File: src/rtl/cpu_types_pkg.sv
// Shared CPU datapath types.
// Holds the request-unit sequencer state encoding so that other units
// (and debug logic) can decode the sequencer state consistently.
package cpu_types_pkg;

    // FETCH  : waiting on the instruction fetch handshake
    // DATA   : a load/store is outstanding, enables held until dhit
    // HALTED : absorbing state, left only through reset
    typedef enum logic [1:0] {
        FETCH  = 2'd0,
        DATA   = 2'd1,
        HALTED = 2'd2
    } reqstate_t;

endpackage

File: src/rtl/sat_counter.sv
// Saturating up-counter with synchronous clear.
// Ports:
//   CLK, nRST : clock / async active-low reset (count resets to 0)
//   clear     : synchronous clear, wins over inc
//   inc       : add one unless already at MAX
//   count     : current value
module sat_counter #(
    parameter int            W   = 8,
    parameter logic [W-1:0]  MAX = '1
) (
    input  logic         CLK,
    input  logic         nRST,
    input  logic         clear,
    input  logic         inc,
    output logic [W-1:0] count
);

    logic [W-1:0] count_q, count_d;

    always_comb begin
        count_d = count_q;
        if (clear)
            count_d = '0;
        else if (inc && (count_q != MAX))
            count_d = count_q + W'(1);
    end

    always_ff @(posedge CLK or negedge nRST) begin
        if (!nRST)
            count_q <= '0;
        else
            count_q <= count_d;
    end

    assign count = count_q;

endmodule

File: src/rtl/request_unit.sv
// Memory-request sequencer between the control unit and the memory arbiter.
// Turns the control unit's per-instruction decode into held, handshaked
// memory enables, produces the PC commit strobe and a sticky halt, and keeps
// debug counters plus a data-access watchdog.
// Ports:
//   CLK, nRST          : clock / async active-low reset
//   ihit, dhit         : instruction / data memory handshakes
//   iREN, dREN, dWEN   : control-unit requests
//   halt_in            : halt decode
//   imemREN            : instruction read enable (combinational, FETCH only)
//   dmemREN, dmemWEN   : registered data enables, held until dhit
//   pc_en              : combinational commit strobe, same cycle as the hit
//   halt               : sticky halt
//   instr_cnt, dmem_cnt: saturating retired-instruction / data-access counts
//   mem_timeout        : sticky flag, a data access waited MAX_WAIT cycles
module request_unit
    import cpu_types_pkg::*;
#(
    parameter int CNT_W    = 32,
    parameter int MAX_WAIT = 64
) (
    input  logic             CLK,
    input  logic             nRST,
    input  logic             ihit,
    input  logic             dhit,
    input  logic             iREN,
    input  logic             dREN,
    input  logic             dWEN,
    input  logic             halt_in,
    output logic             imemREN,
    output logic             dmemREN,
    output logic             dmemWEN,
    output logic             pc_en,
    output logic             halt,
    output logic [CNT_W-1:0] instr_cnt,
    output logic [CNT_W-1:0] dmem_cnt,
    output logic             mem_timeout
);

    localparam int WAIT_W = $clog2(MAX_WAIT + 1);

    reqstate_t   state_q, state_d;
    logic        dmemREN_q, dmemREN_d;
    logic        dmemWEN_q, dmemWEN_d;
    logic        halt_q, halt_d;
    logic        mem_timeout_q, mem_timeout_d;

    logic        instr_inc, dmem_inc, wait_inc, wait_clr;
    logic [WAIT_W-1:0] wait_cnt;
    logic        mem_op;

    assign mem_op = dREN | dWEN;

    always_comb begin
        state_d       = state_q;
        dmemREN_d     = dmemREN_q;
        dmemWEN_d     = dmemWEN_q;
        halt_d        = halt_q;
        mem_timeout_d = mem_timeout_q;
        imemREN       = 1'b0;
        pc_en         = 1'b0;
        instr_inc     = 1'b0;
        dmem_inc      = 1'b0;
        wait_inc      = 1'b0;
        wait_clr      = 1'b0;

        case (state_q)
            FETCH: begin
                imemREN = iREN;
                if (ihit) begin
                    if (halt_in) begin
                        // Halt retires the instruction but never issues its
                        // memory op and never advances the PC.
                        state_d   = HALTED;
                        halt_d    = 1'b1;
                        instr_inc = 1'b1;
                    end else if (mem_op) begin
                        state_d   = DATA;
                        dmemWEN_d = dWEN;
                        dmemREN_d = dREN & ~dWEN;  // write wins a double request
                        wait_clr  = 1'b1;
                    end else begin
                        pc_en     = 1'b1;
                        instr_inc = 1'b1;
                    end
                end
            end
            DATA: begin
                if (dhit) begin
                    dmemREN_d = 1'b0;
                    dmemWEN_d = 1'b0;
                    pc_en     = 1'b1;
                    instr_inc = 1'b1;
                    dmem_inc  = 1'b1;
                    state_d   = FETCH;
                end else begin
                    wait_inc = 1'b1;
                    // Raise the flag on the same edge the wait count lands on
                    // MAX_WAIT; the access itself is never abandoned.
                    if (wait_cnt == WAIT_W'(MAX_WAIT - 1))
                        mem_timeout_d = 1'b1;
                end
            end
            HALTED: begin
                dmemREN_d = 1'b0;
                dmemWEN_d = 1'b0;
                halt_d    = 1'b1;
            end
            default: state_d = FETCH;
        endcase
    end

    always_ff @(posedge CLK or negedge nRST) begin
        if (!nRST) begin
            state_q       <= FETCH;
            dmemREN_q     <= 1'b0;
            dmemWEN_q     <= 1'b0;
            halt_q        <= 1'b0;
            mem_timeout_q <= 1'b0;
        end else begin
            state_q       <= state_d;
            dmemREN_q     <= dmemREN_d;
            dmemWEN_q     <= dmemWEN_d;
            halt_q        <= halt_d;
            mem_timeout_q <= mem_timeout_d;
        end
    end

    sat_counter #(.W(CNT_W)) u_instr_cnt (
        .CLK   (CLK),
        .nRST  (nRST),
        .clear (1'b0),
        .inc   (instr_inc),
        .count (instr_cnt)
    );

    sat_counter #(.W(CNT_W)) u_dmem_cnt (
        .CLK   (CLK),
        .nRST  (nRST),
        .clear (1'b0),
        .inc   (dmem_inc),
        .count (dmem_cnt)
    );

    sat_counter #(.W(WAIT_W), .MAX(WAIT_W'(MAX_WAIT))) u_wait_cnt (
        .CLK   (CLK),
        .nRST  (nRST),
        .clear (wait_clr),
        .inc   (wait_inc),
        .count (wait_cnt)
    );

    assign dmemREN     = dmemREN_q;
    assign dmemWEN     = dmemWEN_q;
    assign halt        = halt_q;
    assign mem_timeout = mem_timeout_q;

endmodule

File: config.mk
export PLATFORM = sky130hd
export DESIGN_NAME = request_unit
export DESIGN_NICKNAME = d
export VERILOG_FILES = /design/src/rtl/cpu_types_pkg.sv /design/src/rtl/sat_counter.sv /design/src/rtl/request_unit.sv
export SDC_FILE = /design/constraint.sdc
export NUM_CORES = 1
export LEC_CHECK = 0
export CORE_ASPECT_RATIO = 0.5
export CORE_MARGIN = 2
export CORE_UTILIZATION = 45
export DETAILED_ROUTE_END_ITERATION = 7
export PLACE_DENSITY = 0.71
export SYNTH_ARGS = -nofsm -noshare
export SYNTH_HDL_FRONTEND = slang
export SYNTH_SLANG_ARGS = --single-unit
File: constraint.sdc
create_clock -name CLK -period 2.82 [get_ports CLK]
set_clock_uncertainty 0.2 [all_clocks]
set_input_delay 0.564 -clock CLK [delete_from_list [all_inputs] [get_ports CLK]]
set_output_delay 0.564 -clock CLK [all_outputs]
set_load 0.02 [all_outputs]
==> flow_metrics.tcl <==
set metrics [dict create \
    synth-seq-cells 77 \
    ant_nets 0 \
    die_h_um 69.1 \
    hold_viol_final 0 \
    arrival_ps 1870 \
    dp_slack_ps 97.7 \
    cts_setup_buffers 0 \
    cap_violations 0 \
    num_io_pins 78 \
    critPathLaunchType "flop" \
    critPathTopFamily "buffers and inverters" \
    final_cell_mix "dfrtp_1, clkdlybuf4s50_1, xnor2_1" \
    fmax_ghz 0.380 \
    cp_num_cells 5 \
    syn_avg_cell_area_um2 10.5 \
    area_growth_syn_to_layout_pct 32.4 \
    diodes 0 \
    netlist_instances 362 \
    cts_buffer_depth 2 \
    drv_slew 0 \
    period_needed_ps 2630 \
    period_share 0.933 \
    drc 0 \
    cp_slowest_cell "clkdlybuf4s50_1" \
    gp_congestion 0.796 \
    grt-ovfl-total 0 \
    wl_per_cell_um 14.0 \
    nets 474 \
    grt_max_degree 40 \
    final_area_mm2 0.00504 \
    p_total_uw 3190 \
    syn_nets 377 \
    ys_async_sr_fraction 1.00 \
    path_cells "inv_1, ha_1, buf_4, and2_1, clkdlybuf4s50_1" \
    grt_pass1_wl_mm 13.6 \
    clock_tree.root_cell "clkbuf_16" \
    syn-cell-area_mm2 0.00381 \
    setup_ws_ps 189 \
    synth-edff-count 0 \
    htree_num_levels 3 \
    reg2reg_depth 6 \
    dp_hpwl_mm 5.86 \
    r2r_end "u_dmem_cnt.count[18]" \
    core_area_mm2 0.00812 \
    io_buffers 77 \
    synth_area_leaders "dfrtp_1, xnor2_1, xor2_1" \
    setup_viol 0 \
    r2r_slack_ps 480 \
    track_usage 0.184 \
    synth_top_area_frac 0.506 \
    dieArea_mm2 0.00927 \
    clock_sinks 77 \
    die_w_um 134 \
    final_common_cell "dfrtp_1" \
    required_ps 2060 \
    grt_pass1_vias 2890 \
    power_density_mw_per_mm2 632 \
    status "finished, final reports clean" \
    peakVddDrop_mv 0.427 \
    antenna_found_initial 0 \
    yosys.area.top_type "dfrtp_1" \
    relSlewSlack 0.599 \
    r2r-start "u_dmem_cnt.count[0]" \
    cts_buffers 9 \
    synth_cell_types 45 \
    vias 3003 \
    crit_type "flop to output pin" \
    drtIter0Drc 111 \
    setup-tns-final_ps 0 \
    hold_path_class "input port to asynchronous set/reset pin" \
    tightest_slew_ps 592 \
    critPathCaptureType "output pin" \
    placed_area_mm2 0.00481 \
    first_pass_iters 4 \
    worst_path_largest_cell_delay_ps 590 \
    synth-main-ff-cell "dfrtp_1" \
    cts_tree "yes" \
    drive_above_1_share 0.0739 \
    routed_wl_mm 7.99 \
    startpoint "state_q[0]" \
    clkTransAtPathRegs_ps 50 \
    path_buf_inv 3 \
    rows 23 \
    rsz0062_at_grt "false" \
    yosysWarnings 0 \
    yosysSeqAreaShare 0.506 \
    vias_per_cell 5.25 \
    p_leak_uw 0.00225 \
    clk_latency_ps 320 \
    cp_max_fo 8 \
    initial_utilization 0.470 \
    n_fill_cell 692 \
]
## Yosys cell counts (3+ instances only)
cell,number
a21oi_1,7
and3_1,20
o21ai_0,3
mux2_2,3
nor2_1,24
xnor2_1,40
and2_1,3
nand4_1,25
nor4_1,5
nor3_1,12
nand2_1,30
ha_1,7
and4_1,9
clkbuf_1,5
nand3_1,23
xor2_1,25
dfrtp_1,77
inv_1,12
## final cells by class
class / instances / area [um^2] / area share
Tap cell: 112 / 140 / 0.0278
Clock buffer: 12 / 236 / 0.0469
Timing Repair Buffer: 91 / 876 / 0.174
Multi-Input combinational cell: 268 / 1820 / 0.361
Inverter: 12 / 45.0 / 0.00893
Sequential cell: 77 / 1930 / 0.382
## logic make-up after synthesis
logic type      after synthesis  synth area share
compound gates               26            0.0506
buf+inv                      17            0.0167
xor+xnor                     65             0.149
fa+ha+maj                     7            0.0230
flops                        77             0.506
mux                           4            0.0115
simple gates                166             0.243
## per-stage QoR
stage | hold WS [ps] | util | std cells
floorplan | 68.4 | - | 362
global placement | 273 | 0.592 | 560
detailed placement | 275 | 0.592 | 560
CTS | 21.9 | 0.621 | 572
global route | 32.8 | 0.622 | 572
finish | 7.80 | 0.622 | 572
## repair_timing
| action | CTS | global route |
|---|---|---|
| resized for setup | 0 | 1 |
| hold buffers | 0 | 0 |
| setup endpoints to repair | 0 | 1 |
## worst max-delay path by stage
stage                                      end  slack (ps)
after floorplan           u_dmem_cnt.count[26]         550
after global placement                   pc_en         100
after detailed placement  u_dmem_cnt.count[19]         100
after CTS                                pc_en          90
after global routing                   imemREN          80
final                                  imemREN         190
## flip-flops by register name, summed over array words and instances, names as in the netlist
register,flops
dmemREN,1
dmemWEN,1
state_q,2
mem_timeout,1
u_wait_cnt.count,7
u_instr_cnt.count,32
halt,1
u_dmem_cnt.count,32
## power breakdown
part / switching (uW) / leakage (uW) / internal (uW)
Sequential: 151 / 0.00102 / 1230
Combinational: 444 / 0.00111 / 411
Clock: 376 / 0.000114 / 575
## per-layer routing
| metal | up-vias | share of wire | routed length (um) | global-route usage |
|---|---|---|---|---|
| met5 | - | 0 | 0 | 0 |
| met4 | 0 | 0.011 | 89 | 0.0585 |
| met3 | 6 | 0.037 | 294 | 0.0611 |
| met2 | 53 | 0.46 | 3710 | 0.285 |
| met1 | 1464 | 0.49 | 3900 | 0.246 |
| li1 | 1480 | - | - | - |
Power figures use the tool's default switching activity.
